===== src/rtl/regfile_wr_arbiter.sv =====
// regfile_wr_arbiter
//   Shares the single register-file write port between two writeback sources.
//   Source A is the ALU/pipeline writeback and source B is the load/multi-cycle
//   unit. Each source uses a valid/ready handshake, and grants alternate
//   round-robin when both sources compete. Each accepted write is launched one
//   cycle later as a registered enable/address/data triple. Writes to the
//   hard-wired zero register are accepted but are not enabled.
//
// Ports
//   clk        : clock, rising edge
//   reset      : synchronous, active-high
//   stall      : suppresses all grants this cycle
//   a_valid/a_addr/a_data, a_ready : source A handshake (ready is combinational)
//   b_valid/b_addr/b_data, b_ready : source B handshake (ready is combinational)
//   wr_en/wr_addr/wr_data          : registered write triple to the register file
//   last_grant : registered; 0 = A was granted most recently, 1 = B
module regfile_wr_arbiter #(
  parameter int WIDTH    = 64,
  parameter int AW       = 5,
  parameter int ZERO_REG = 31
) (
  input  logic             clk,
  input  logic             reset,
  input  logic             stall,
  input  logic             a_valid,
  input  logic [AW-1:0]    a_addr,
  input  logic [WIDTH-1:0] a_data,
  output logic             a_ready,
  input  logic             b_valid,
  input  logic [AW-1:0]    b_addr,
  input  logic [WIDTH-1:0] b_data,
  output logic             b_ready,
  output logic             wr_en,
  output logic [AW-1:0]    wr_addr,
  output logic [WIDTH-1:0] wr_data,
  output logic             last_grant
);

  localparam logic [AW-1:0] ZERO_ADDR = AW'(ZERO_REG);

  logic xfer_a_p0;
  logic xfer_b_p0;

  // Stage p0: combinational grant. On a tie, the source not granted last wins.
  // Readies depend only on stall, the valids and the pointer, never on addr/data.
  always_comb begin
    a_ready = 1'b0;
    b_ready = 1'b0;
    if (!stall) begin
      if (a_valid && b_valid) begin
        if (last_grant) a_ready = 1'b1;
        else            b_ready = 1'b1;
      end else if (a_valid) begin
        a_ready = 1'b1;
      end else if (b_valid) begin
        b_ready = 1'b1;
      end
    end
  end

  assign xfer_a_p0 = a_valid && a_ready;
  assign xfer_b_p0 = b_valid && b_ready;

  // Stage p1: registered write triple. A zero-register write still moves the
  // pointer and loads addr/data, but leaves the enable low.
  always_ff @(posedge clk) begin
    if (reset) begin
      wr_en      <= 1'b0;
      wr_addr    <= '0;
      wr_data    <= '0;
      last_grant <= 1'b1;
    end else if (xfer_a_p0) begin
      wr_en      <= (a_addr != ZERO_ADDR);
      wr_addr    <= a_addr;
      wr_data    <= a_data;
      last_grant <= 1'b0;
    end else if (xfer_b_p0) begin
      wr_en      <= (b_addr != ZERO_ADDR);
      wr_addr    <= b_addr;
      wr_data    <= b_data;
      last_grant <= 1'b1;
    end else begin
      wr_en      <= 1'b0;
    end
  end

endmodule


===== config.mk =====
export PLATFORM = sky130hd
export DESIGN_NAME = regfile_wr_arbiter
export DESIGN_NICKNAME = d
export VERILOG_FILES = /design/src/rtl/regfile_wr_arbiter.sv
export SDC_FILE = /design/constraint.sdc
export NUM_CORES = 1
export LEC_CHECK = 0
export ABC_AREA = 1
export CAP_MARGIN = 25
export CORE_ASPECT_RATIO = 0.8
export CORE_MARGIN = 10
export CORE_UTILIZATION = 35
export CTS_CLUSTER_DIAMETER = 40
export CTS_CLUSTER_SIZE = 20
export DETAILED_ROUTE_END_ITERATION = 8
export PLACE_DENSITY = 0.81
export SLEW_MARGIN = 10
export SYNTH_ARGS = -nofsm -noshare
export SYNTH_HDL_FRONTEND = slang
export SYNTH_SLANG_ARGS = --single-unit

===== constraint.sdc =====
create_clock -name clk -period 1.7 [get_ports clk]
set_input_delay 0.255 -clock clk [delete_from_list [all_inputs] [get_ports clk]]
set_output_delay 0.255 -clock clk [all_outputs]
set_load 0.05 [all_outputs]

## After elaboration in Yosys (flattened, before gate mapping)

Cells that the tools add are included.

- Reductions and logical operators: 4
- Multiplexer cells: 17
- Equality and inequality tests: 2

Operators by type and width:

| operator | number |
|---|---|
| $mux 64 | 2 |
| $mux 1 | 13 |
| $mux 5 | 2 |
| $ne 5x5->1 const B | 2 |
| $logic_and 1x1->1 | 3 |
| $reduce_bool 2->1 | 1 |

- Output and inout port bits: 73
- Bits of input ports: 143
- Logic and storage cells: 27
- Flip-flop bits (word level): 71

## Logic depth before layout (Yosys ltp)

Gate-level depths: netlist (run 1).

- Word-level depth: 7
- Mapped depth: 8
- Depth with buffers taken out: 7

## Worst setup path before layout (run 1)

No wires, ideal clock.

- Path type: reg2reg
- Start point: reg last_grant
- End point: reg wr_en
- Path buffers: 1
- Arrival time: 1596 ps
- Stages on the path, launching flop included: 8
- Setup time: 70 ps
- Required time: 1630 ps
- Path slack: 34 ps
- Clock period less this slack: 1666 ps
- Cell sequence: dfxtp_1 -> inv_1 -> nand2_1 -> buf_2 -> nand2_1 -> inv_1 -> nand2_1 -> a21oi_1

- Elaborated cells on any way between the ends: 10
- Classes of those cells: 8 x mux; 2 x reduce/logical

RTL lines:

| element | RTL line | RTL |
|---|---|---|
| start: declaration | 36 | `output logic last_grant` |
| start signal: assignment | 71 | `last_grant <= 1'b1;` |
| start signal: assignment | 76 | `last_grant <= 1'b0;` |
| start signal: assignment | 81 | `last_grant <= 1'b1;` |
| $mux 1 | 51 | `if (last_grant) a_ready = 1'b1;` |
| $mux 1 | 50 | `if (a_valid && b_valid) begin` |
| $mux 1 | 49 | `if (!stall) begin` |
| net a_ready | 28 | `output logic a_ready,` |
| $logic_and 1x1->1 | 61 | `assign xfer_a_p0 = a_valid && a_ready;` |
| $mux 1 | 72 | `end else if (xfer_a_p0) begin` |
| end signal: assignment | 73 | `wr_en <= (a_addr != ZERO_ADDR);` |
| end signal: assignment | 78 | `wr_en <= (b_addr != ZERO_ADDR);` |
| end: declaration | 33 | `output logic wr_en,` |

The timed path passes the listed nets, and every way through them passes these cells.
A chain may end at the register's enable or synchronous reset.

## Worst setup path in the final report (run 1)

- Start point: in a_valid
- End point: out a_ready

- Word-level cells in the longest chain between the ends: 3
- Elaborated cells on any way between the ends: 4
- Classes of those cells: 3 x mux; 1 x reduce/logical

Ends and longest elaborated chain:

| element | RTL line | RTL |
|---|---|---|
| start: declaration | 25 | `input logic a_valid,` |
| $mux 1 or $logic_and 1x1->1 (tied branches) | 53, 50 |  |
| $mux 1 (*) | 50 |  |
| $mux 1 (*) | 49 |  |
| end: declaration | 28 |  |

Every way passes the cells marked *; elsewhere a longest branch is shown, timed or not.

==> results of run 1 <==
-- final cells by class --
| cell class | instances | area, µm² | area share, % |
|---|---|---|---|
| multi-input combinational | 435 | 2080 | 33.7 |
| timing repair buffer | 227 | 2200 | 35.5 |
| sequential | 71 | 1420 | 23.0 |
| inverter | 10 | 37.5 | 0.607 |
| clock buffer | 13 | 260 | 4.21 |
| clock inverter | 1 | 5.00 | 0.0809 |
| tap | 144 | 180 | 2.91 |
-- per-stage QoR --
| step | TNS [ps] | area [µm²] | setup slack, ps | std cells |
|---|---|---|---|---|
| after global routing | 0 | 6190 | 33.2 | 901 |
| after floorplan | 0 | 3850 | 34.0 | 568 |
| after global placement | 0 | 5920 | 9.99 | 887 |
| final | 0 | 6190 | 98.1 | 901 |
| after detailed placement | -393 | 5920 | -35.5 | 887 |
| after CTS | 0 | 6180 | 47.3 | 901 |
-- metal layers --
metal	up-vias	track usage [%]	wire length [µm]	part of all wire, %
met5	-	0	0	0
met4	0	3.86	154	1.1
met3	13	8.48	1620	12
met2	179	26.3	6060	44
met1	1940	20.1	5820	43
li1	2227	-	-	-
-- cell families (layout without fill, tap and decap cells) --
group,Yosys count,in the layout,share of synthesized area (%)
AO/OA/AOI/OAI,136,136,22.0
buffers and inverters,62,251,9.46
flip-flops,71,71,36.9
AND/OR/NAND/NOR,299,299,31.6
-- final timing paths --
path | start | endpoint | slack [ps] | cells after the start
max | a_valid | a_ready | 100 | 6
min | wr_data[21] | wr_data[21] | 530 | 2
max reg2reg | last_grant | wr_data[3] | 410 | 6
min reg2reg | wr_data[21] | wr_data[21] | 530 | 2
-- cells in the mapped netlist, drive strengths merged --
cell      n  share of area (%)
a21boi   67                 13
a21oi     2               0.26
buf      43                7.5
clkbuf    9               0.97
dfxtp    71                 37
inv      10               0.98
nand2    86                8.4
nand3    71                9.2
nor2    142                 14
o21ai    67                8.7
-- registers in the layout, indices dropped and copies added (netlist names) --
register	flops
wr_data	64
wr_en	1
wr_addr	5
last_grant	1
-- layout by cell type (no fill, tap or decap) --
| cell | n |
|---|---|
| sky130_fd_sc_hd__a21boi_0 | 46 |
| sky130_fd_sc_hd__nor2_1 | 140 |
| sky130_fd_sc_hd__clkbuf_8 | 2 |
| sky130_fd_sc_hd__nor2_4 | 1 |
| sky130_fd_sc_hd__inv_2 | 3 |
| sky130_fd_sc_hd__nand2_4 | 2 |
| sky130_fd_sc_hd__clkbuf_1 | 2 |
| sky130_fd_sc_hd__nand2_1 | 84 |
| sky130_fd_sc_hd__o21ai_0 | 64 |
| sky130_fd_sc_hd__clkbuf_16 | 9 |
| sky130_fd_sc_hd__clkinv_2 | 1 |
| sky130_fd_sc_hd__buf_12 | 11 |
| sky130_fd_sc_hd__clkdlybuf4s50_1 | 142 |
| sky130_fd_sc_hd__a21boi_1 | 21 |
| sky130_fd_sc_hd__dfxtp_1 | 71 |
| sky130_fd_sc_hd__inv_1 | 7 |
| sky130_fd_sc_hd__a21oi_1 | 2 |
| sky130_fd_sc_hd__nand3_1 | 71 |
| sky130_fd_sc_hd__o21ai_1 | 3 |
| sky130_fd_sc_hd__nor2_2 | 1 |
| sky130_fd_sc_hd__buf_4 | 74 |
-- where the power goes --
group | switching (mW) | internal [mW]
Sequential | 0.0739 | 1.82
Clock | 0.652 | 1.05
Combinational | 1.03 | 0.719
Total | 1.75 | 3.58
-- critical path, cell delays in order --
cell and delay, ps:
sky130_fd_sc_hd__clkdlybuf4s50_1 500, sky130_fd_sc_hd__inv_1 80, sky130_fd_sc_hd__nor2_4 160, sky130_fd_sc_hd__nand2_1 120, sky130_fd_sc_hd__inv_2 90, sky130_fd_sc_hd__buf_12 130
==> implementation parameters, run 1 <==
Parameter                              Value

Drt
  Routed wire length per instance    about 15 µm
  DRC violation total after the first TritonRoute iteration    between 150 and 200
  First-pass DRT Iterations    4
  Residual DRC count    0
  Detail-routed via count per cell    between 4 and 5
  Antenna-violating nets left    0
  Aggregate routed wire length    between 10000 and 15000 µm
  Via count of the routed design    4359

Timing
  Transition at the pin with the smallest max-transition slack    slightly above 300 ps
  Clock Skew    5.42 ps
  Number of hold-slack violations in the final timing report    0
  Achievable clock frequency    about 620 MHz
  Fin crit share    94.2%
  Number of slew-limit violations in the final report    0
  Relative max-transition margin    79.8%
  Worst hold slack across all endpoints    526 ps
  Setup repair after global routing missed its margin    false
  Final min period    1600 ps
  Finish-stage setup viols    0

Yosys
  Gate count after technology mapping    568
  Sequential fraction of the synthesis area    36.9%
  Number of flip-flops and latches in the synthesized netlist    between 70 and 80
  Number of unique standard cell types used by synthesis    19
  Mean area per synthesized cell    6.78 µm²
  Total standard cell area after synthesis    approximately 0.0038 mm²
  Net count after synthesis    approximately 700
  Yosys warnings    0

Pwr
  Power per standard cell area    863 mW/mm²
  Overall power of the completed layout    5.34 mW
  Maximum vdd ir drop    458 µV
  Leakage component of the power    roughly 2.7 nW

Worst setup path
  CP Class    in2out
  CP Max Fanout    3
  Type of element launching the critical path    input port
  CP arrival    1350 ps
  Endpoint kind of the worst setup timing path    output port
  Required time at the worst-slack endpoint    1440 ps

Clocking
  H-tree levels    3
  Master cell of the clock root buffer    sky130_fd_sc_hd__clkbuf_16
  Resized Gates After CTS    0
  CTS Buffer Depth    2
  Hold-fix buffer count after cts    0
  Num CTS Buffers    9
  Clock network latency to the later pin of the worst-skew pair    roughly 320 ps
  Clk pin slew, worst setup/hold paths    ~50 ps
  CTS Sinks    71
  TritonCTS clock tree    yes
  Post-CTS repair timing setup buffer count    0

Status
  Status    completed

Finish
  Final Core Density    57.2%
  Proportion of layout cells with a drive suffix above 1    13.7%
  Number of diodes added for antenna fixing    0
  Filler cells    1010
  Final-stage net count    897
  Synthesis-to-layout area growth    60.7%

Floorplanning
  Core Rows    34
  Horizontal extent of the die    137 µm
  Effective utilization at floorplan    35.6%
  Die footprint    0.0156 mm²
  Core footprint    0.0108 mm²
  Y dimension of the die    ~110 µm
  IO Pins    roughly 220

Global route
  Vias in the first global route    4340
  Number of antenna violations at the first check in global routing    0
  Global-route wire length before repair    21700 µm
  Total GRT Usage    16.8%
  Maximum number of pins on one net before global-route repair    73
  Gr ovfl total    0

Placed design
  HPWL after DPL    10300 µm
  Total of buffers placed on input and output ports    around 220
  Final weighted congestion in routability-driven placement    0.859

Flow run
  Max-cap check violation count    0

Min path
  Type of the tightest min-delay check    reg2reg
Note: power is estimated with default switching activity, not from simulation.
==> inputs of run 2 (changes only) <==
--- a/config.mk
+++ b/config.mk
@@ -14,6 +14,7 @@
 export CTS_CLUSTER_SIZE = 20
 export DETAILED_ROUTE_END_ITERATION = 8
 export PLACE_DENSITY = 0.81
+export SKIP_CTS_REPAIR_TIMING = 1
 export SLEW_MARGIN = 10
 export SYNTH_ARGS = -nofsm -noshare
 export SYNTH_HDL_FRONTEND = slang
==> results of run 2 <==
Final layout, timing and power as in run 1 (identical DEF).
